==> src/rtl/dds_phase_amp_pipe.sv <==
// Phase-to-amplitude converter (quarter-wave sine ROM, square, sawtooth); 3-cycle latency, one sample/cycle, no backpressure.
// Define DDS_PTA_DITHER_EN to add LFSR phase dither ahead of the sine ROM address truncation.
module dds_phase_amp_pipe #(
  parameter int    PHASE_W  = 12,
  parameter int    LUT_AW   = 8,
  parameter int    AMP_W    = 10,
  parameter string SIN_FILE = "sin_quarter.hex"
) (
  input  logic               clock,
  input  logic               reset_n,
  input  logic               phase_valid,
  input  logic [PHASE_W-1:0] phase,
  input  logic [1:0]         mode,
  output logic               data_valid,
  output logic [AMP_W-1:0]   data_out
);

  localparam int LUT_N = 1 << LUT_AW;
  localparam int PW    = LUT_AW + 2;
  localparam logic [AMP_W-1:0] MID = {1'b1, {(AMP_W-1){1'b0}}};

  if (PHASE_W < PW || SIN_FILE == "") begin : g_bad_cfg
    $error("dds_phase_amp_pipe: PHASE_W must be >= LUT_AW+2 and SIN_FILE must be named");
  end

  // ROM contents follow the same formula used to build SIN_FILE, evaluated at elaboration
  function automatic real sin_taylor(input real x);
    real term;
    real acc;
    term = x;
    acc  = x;
    for (int n = 1; n < 12; n++) begin
      term = -term * x * x / real'((2 * n) * (2 * n + 1));
      acc  = acc + term;
    end
    return acc;
  endfunction

  function automatic logic [AMP_W-2:0] rom_entry(input int k);
    real a;
    a = real'((1 << (AMP_W - 1)) - 1) *
        sin_taylor(3.14159265358979323846 / 2.0 * (real'(k) + 0.5) / real'(LUT_N));
    return (AMP_W-1)'(int'(a));
  endfunction

  logic [AMP_W-2:0] rom [LUT_N];

  for (genvar k = 0; k < LUT_N; k++) begin : g_rom
    localparam logic [AMP_W-2:0] ROM_V = rom_entry(k);
    assign rom[k] = ROM_V;
  end

  logic [PHASE_W-1:0] phase_eff;

`ifdef DDS_PTA_DITHER_EN
  localparam int DW = PHASE_W - PW;
  localparam logic [PHASE_W-1:0] DMASK = (PHASE_W'(1) << DW) - PHASE_W'(1);

  logic [15:0] lfsr;

  always_ff @(posedge clock or negedge reset_n) begin
    if (!reset_n) begin
      lfsr <= 16'hACE1;
    end else if (phase_valid && mode == 2'd0) begin
      lfsr <= {lfsr[14:0], lfsr[15] ^ lfsr[13] ^ lfsr[12] ^ lfsr[10]};
    end
  end

  assign phase_eff = phase + (PHASE_W'(lfsr) & DMASK);
`else
  assign phase_eff = phase;
`endif

  logic [PW-1:0]     p_top;
  logic [1:0]        quad;
  logic [LUT_AW-1:0] addr;
  logic [AMP_W-1:0]  saw;
  logic [AMP_W-1:0]  byp;
  logic              unused_bits;

  assign p_top       = phase_eff[PHASE_W-1 -: PW];
  assign quad        = p_top[PW-1 -: 2];
  assign addr        = p_top[LUT_AW-1:0] ^ {LUT_AW{quad[0]}};
  assign unused_bits = ^phase_eff;

  if (PHASE_W >= AMP_W) begin : g_saw_trunc
    assign saw = phase[PHASE_W-1 -: AMP_W];
  end else begin : g_saw_pad
    assign saw = {phase, {(AMP_W-PHASE_W){1'b0}}};
  end

  always_comb begin
    byp = MID;
    case (mode)
      2'd1:    byp = phase[PHASE_W-1] ? '0 : '1;
      2'd2:    byp = saw;
      default: byp = MID;
    endcase
  end

  logic              s1_vld;
  logic [1:0]        s1_mode;
  logic              s1_neg;
  logic [LUT_AW-1:0] s1_addr;
  logic [AMP_W-1:0]  s1_byp;

  always_ff @(posedge clock or negedge reset_n) begin
    if (!reset_n) begin
      s1_vld  <= 1'b0;
      s1_mode <= 2'd0;
      s1_neg  <= 1'b0;
      s1_addr <= '0;
      s1_byp  <= MID;
    end else begin
      s1_vld <= phase_valid;
      if (phase_valid) begin
        s1_mode <= mode;
        s1_neg  <= quad[1];
        s1_addr <= addr;
        s1_byp  <= byp;
      end
    end
  end

  logic             s2_vld;
  logic [1:0]       s2_mode;
  logic             s2_neg;
  logic [AMP_W-2:0] s2_mag;
  logic [AMP_W-1:0] s2_byp;

  always_ff @(posedge clock or negedge reset_n) begin
    if (!reset_n) begin
      s2_vld  <= 1'b0;
      s2_mode <= 2'd0;
      s2_neg  <= 1'b0;
      s2_mag  <= '0;
      s2_byp  <= MID;
    end else begin
      s2_vld <= s1_vld;
      if (s1_vld) begin
        s2_mode <= s1_mode;
        s2_neg  <= s1_neg;
        s2_mag  <= rom[s1_addr];
        s2_byp  <= s1_byp;
      end
    end
  end

  // Output only updates on valid samples, so bubbles leave the last sample on data_out
  always_ff @(posedge clock or negedge reset_n) begin
    if (!reset_n) begin
      data_valid <= 1'b0;
      data_out   <= MID;
    end else begin
      data_valid <= s2_vld;
      if (s2_vld) begin
        if (s2_mode == 2'd0) begin
          data_out <= s2_neg ? MID - {1'b0, s2_mag} : MID + {1'b0, s2_mag};
        end else begin
          data_out <= s2_byp;
        end
      end
    end
  end

endmodule

==> config.mk <==
export PLATFORM = sky130hd
export DESIGN_NAME = dds_phase_amp_pipe
export DESIGN_NICKNAME = d
export VERILOG_FILES = /design/src/rtl/dds_phase_amp_pipe.sv
export SDC_FILE = /design/constraint.sdc
export NUM_CORES = 1
export LEC_CHECK = 0
export ABC_AREA = 1
export BUFFER_PORTS_ARGS = -buffer_cell sky130_fd_sc_hd__buf_2
export CAP_MARGIN = 20
export CORE_ASPECT_RATIO = 0.75
export CORE_MARGIN = 4
export CORE_UTILIZATION = 40
export CTS_CLUSTER_SIZE = 25
export DETAILED_ROUTE_END_ITERATION = 10
export GPL_TIMING_DRIVEN = 0
export PLACE_DENSITY = 0.66
export SETUP_SLACK_MARGIN = 0.4
export SLEW_MARGIN = 20
export SYNTH_ARGS = -nofsm -noshare
export SYNTH_HDL_FRONTEND = slang
export SYNTH_SLANG_ARGS = --single-unit
export TNS_END_PERCENT = 50
==> constraint.sdc <==
create_clock -name clock -period 4.2 [get_ports clock]
set_clock_uncertainty 0.2 [all_clocks]
set_input_delay 0.84 -clock clock [delete_from_list [all_inputs] [get_ports clock]]
set_output_delay 0.84 -clock clock [all_outputs]
set_load 0.05 [all_outputs]
* Word level (Yosys, flattened, before mapping) *
Memories as Yosys holds them, arrays and structs flattened. A register that Yosys moved wholly into a read port is not among the register bits.
Index checks and enable logic that the tools add are counted.

storage, ports and cells
  register bits = 47
  latch bits = 0
  bits in writable memories = 0
  memory bits (read-only) = 2304
  bits of input ports = 17
  output and inout bits = 11
  logic and storage cells = 24
  memories kept = 1

memory list
  name              words  bits a word  rd ports  clocked after memory_dff  write ports  RTL line  text
  (name not given)  256    9            1         1                         0            143       s2_mag <= rom[s1_addr];

cells by class
  add/subtract/negate cells = 2
  multiply operators = 0
  divide/modulo/power cells = 0
  order comparisons = 0
  eq/ne operators = 2
  shifts and indexed selects = 0
  multiplexer cells = 4
  bitwise gates (word level) = 2
  reductions and logical operators = 2

operator list
  kind                     count
  $mux W10                 3
  $pmux W10 S2             1
  $add A10 B9 Y10 const A  1
  $sub A10 B9 Y10 const A  1
  $not A8 Y9               1
  $xor A8 B8 Y8            1
  $eq A2 B1 Y1 const B     1
  $eq A2 B2 Y1 const B     1
  $logic_not A2 Y1         1
  $logic_not A1 Y1         1

* Logic depth before layout (Yosys ltp) *
  depth in word-level cells = 3
  depth in mapped cells = 16
  depth with buffers taken out = 15

* Worst setup path before layout *
No wires, ideal clock.

  path kind = register to register
  from = reg s1_addr[1]
  to = reg s2_mag[1]
  data arrival time = 1870 ps
  setup slack = 2012 ps
  cell stages (with the launch flop) = 15
  buffers on the path = 1
  cell sequence = dfrtp_1 -> buf_2 -> inv_1 -> ha_1 -> inv_1 -> nand2_1 -> nand2_1 -> nand2_1 -> nand3_1 -> nand2_1 -> nand2_1 -> nor2_1 -> nand2_1 -> nand3_1 -> nand2_1

on the way
  cells in the longest elaborated chain, start to end = 1

ends and longest elaborated chain
  element                           RTL line  text
  start, declared                   104       logic [LUT_AW-1:0] s1_addr;
  start signal, assigned            119       s1_addr <= addr;
  $not A8 Y9 (not written as such)  143
  end, declared                     128       logic [AMP_W-2:0] s2_mag;

Every way passes these cells.
A chain may end at the register's enable or synchronous reset.

* Worst setup path in the final report *
  from = reg s1_addr[1]
  to = reg s2_mag[2]

The elaborated chain is that of the path after synthesis.

==> flow_metrics.py <==
metrics = {
    "worst_setup_path": {
        "crit_buf_inv": 4,
        "cp_max_fo": 9,
        "cp.arrival_ns": 3.07,
        "rr_worst_depth": 16,
        "crit_chain": "buf_2 -> inv_1 -> ha_1 -> inv_1 -> nand2_1 -> nand2_1 -> nand2_1 -> nand2_1 -> nand2_1 -> nand2_1 -> inv_1 -> nand2_1 -> nand2_1 -> nand3_1 -> nand2_1 -> nand2_1",
        "cp_slowest_stage_delay_ns": 0.50,
        "critPathLaunchType": "flip-flop",
        "rrSetupSlack_ns": 1.11,
        "critPathCaptureType": "flip-flop",
        "cp_top_family": "simple AND/OR/NAND/NOR gates",
        "cp_common_cell": "nand2_1",
        "path_class": "flip-flop to flip-flop",
        "cp_slowest_cell": "dfrtp_1",
        "r2r_start": "s1_addr[1]",
        "crit_required_ns": 4.18,
        "regToRegEndpoint": "s2_mag[2]",
    },
    "synthesis": {
        "synth.area.mux_share": 0,
        "synthAdderAreaFrac": 0.0462,
        "async_flop_share": 1.00,
        "ys_ff_latch": 56,
        "synth_xor_area_frac": 0.0242,
        "syn_avg_cell_area_sq_um": 6.30,
        "synthFlopType": "dfrtp_1",
        "yosys-top-cells-area": "dfrtp_1 (31%), nand2_1 (24%), o21ai_0 (6.9%), nand3_1 (6.5%), a21oi_1 (5.7%)",
        "syn_area_sq_um": 4340,
        "syn_nets": 721,
        "synth-compound-area-share": 0.156,
        "synth_cell_types": 31,
        "synth_simple_gate_area_frac": 0.374,
        "synth_edf_count": 0,
        "synth_top_area_cell": "dfrtp_1",
        "synthCells": 688,
        "ys_seq_area_frac": 0.324,
        "synth_most_common_cell": "nand2_1",
        "yosysTopAreaCellShare": 0.306,
        "yosys-top-cells-count": "nand2_1 (273), o21ai_0 (60), nand3_1 (56)",
        "synth_top_family_by_area": "simple AND/OR/NAND/NOR gates",
        "yosys_warnings": 0,
    },
    "clocking": {
        "clkTransAtPathRegs_ns": 0.07,
        "cts_num_sinks": 56,
        "h-tree-depth": 2,
        "post_cts_buffers": 0,
        "cts-resized-gates": 0,
        "cts_buffer_depth": 2,
        "root_buffer": "clkbuf_16",
        "cts_buffers": 5,
        "cts_tree": "done",
        "clk_latency_ns": 0.29,
        "hold_buffers": 0,
    },
    "hold_path": {
        "whs_path_depth": 0,
        "hold_class": "flip-flop to flip-flop",
        "holdPathEnd": "data_valid",
        "hp-start": "s2_vld",
    },
    "global_routing": {
        "grt_pass1_wl_microns": 24900,
        "antenna_found_initial": 0,
        "grt_pass1_vias": 4505,
        "grt_usage": 0.251,
        "grt_start_max_net_pins": 57,
        "overflow": 0,
    },
    "placement": {
        "place_inst": 848,
        "placed_area_sq_um": 4630,
        "hpwl_microns": 11800,
        "pre_cts_ws_ns": 1.17,
        "port_buffers": 24,
        "routabilityCongestion": 1.01,
    },
    "timing": {
        "hold_viol": 0,
        "period_share": 0.736,
        "slew_headroom": 0.474,
        "fmax_ghz": 0.324,
        "slew_viol_final": 0,
        "finalSetupTns_ns": 0,
        "setup-violations-final": 0,
        "fin_ws_ns": 1.11,
        "rsz0062_at_grt": "false",
        "tightest_slew_ns": 0.787,
        "fin_crit_ns": 3.09,
    },
    "power_and_ir_drop": {
        "comb_power_share": 0.450,
        "p_total_mw": 2.01,
        "power_leakage_nw": 2.44,
        "seq_power_share": 0.343,
        "p_sw_frac": 0.453,
        "clkPwrFrac": 0.207,
        "p_int_mw": 1.10,
        "power.net_switching_mw": 0.910,
        "vdd_ir_drop_max_mv": 0.185,
        "p_per_area_nw_per_um2": 420,
    },
    "run": {
        "max-cap-violations": 0,
    },
    "final_layout": {
        "finalInstanceArea_sq_um": 4780,
        "drive_gt1_frac": 0.0819,
        "areaGrowthSynthToFinish_pct": 10.2,
        "finalNetCount": 752,
        "antenna_cells": 0,
        "final_cells": 856,
        "fillCellCount": 1099,
    },
    "floorplan": {
        "start_util": 0.415,
        "fp.dieW_microns": 128,
        "die-area_sq_um": 12600,
        "rows": 32,
        "ios": 28,
        "die_h_microns": 98.2,
        "core-area_sq_um": 10500,
    },
    "detailed_routing": {
        "vias_per_cell": 5.63,
        "wl_per_cell_microns": 18.3,
        "drc": 0,
        "firstDrtPassIters": 5,
        "wl_microns": 15700,
        "vias": 4821,
        "antenna_left": 0,
        "first_iter_violations": 573,
    },
    "status": {
        "status": "complete, no violations",
    },
}
worst max path at each step:
stage	cells past startpoint	end	slack, ns	from
final	16	s2_mag[2]	1.11	s1_addr[1]
after global routing	16	s2_mag[2]	0.88	s1_addr[1]
after CTS	16	s2_mag[2]	1.15	s1_addr[1]
after detailed placement	16	s2_mag[2]	1.17	s1_addr[1]
after global placement	12	s2_mag[2]	1.16	s1_addr[1]
after floorplan	14	s2_mag[1]	2.01	s1_addr[1]
cell families (layout without fill, tap and decap cells):
| family | Yosys count | after routing |
|---|---|---|
| compound gates | 127 | 127 |
| xor+xnor | 12 | 12 |
| fa+ha+maj | 16 | 16 |
| buf+inv | 77 | 109 |
| flops | 56 | 56 |
| simple gates | 400 | 400 |
flip-flops by register name, summed over array words and instances (netlist names):
signal,count
s1_vld,1
s2_vld,1
s1_byp,10
data_valid,1
s2_neg,1
s1_neg,1
s2_mag,9
s1_addr,8
s2_mode,2
s2_byp,10
data_out,10
s1_mode,2
through the flow:
stage,hold WS (ns),utilization
floorplan,0.152,-
global placement,0.162,0.443
detailed placement,0.168,0.443
CTS,0.184,0.457
global route,0.195,0.457
finish,0.180,0.457
placed cells by master (no fill, tap or decap), types with 4 or more instances in the layout:
master / Yosys / layout
nand2_1: 273 / 273
o211ai_1: 7 / 7
inv_1: 39 / 39
o21ai_0: 60 / 60
nor2_1: 53 / 53
inv_2: 4 / 4
buf_2: 8 / 31
nand4_1: 10 / 10
clkbuf_1: 16 / 16
nand3_1: 56 / 56
dfrtp_1: 53 / 53
buf_4: 8 / 9
ha_1: 16 / 16
xnor2_1: 10 / 10
clkbuf_16: 0 / 5
a21oi_1: 49 / 49
per-layer routing:
metal | routed length [microns] | vias to the layer above | track usage
met5 | 0 | - | 0
met2 | 6160 | 248 | 0.333
met4 | 195 | 0 | 0.0457
li1 | - | 2305 | -
met3 | 1690 | 23 | 0.0634
met1 | 7660 | 2245 | 0.405
power groups by stage:
stage / sequential, mW / combinational [mW] / clock, mW
2_1_floorplan: 0.752 / 0.546 / 0
3_3_place_gp: 0.695 / 0.884 / 0
3_5_place_dp: 0.698 / 0.873 / 0
4_1_cts: 0.688 / 0.877 / 0.423
5_1_grt: 0.700 / 0.992 / 0.451
6_report: 0.689 / 0.904 / 0.416
area by class of cell:
cell class              count  area (sq um)  share of cell area
well taps                 136           170              0.0356
plain buffers              33           164              0.0343
clock inverters             3          23.8             0.00498
repair buffers             24           123              0.0257
flip-flops and latches     56          1410               0.294
clock buffers               5           125              0.0262
multi-input cells         555          2600               0.545
inverters                  44           165              0.0346
Note: power is estimated with default switching activity, not from simulation.
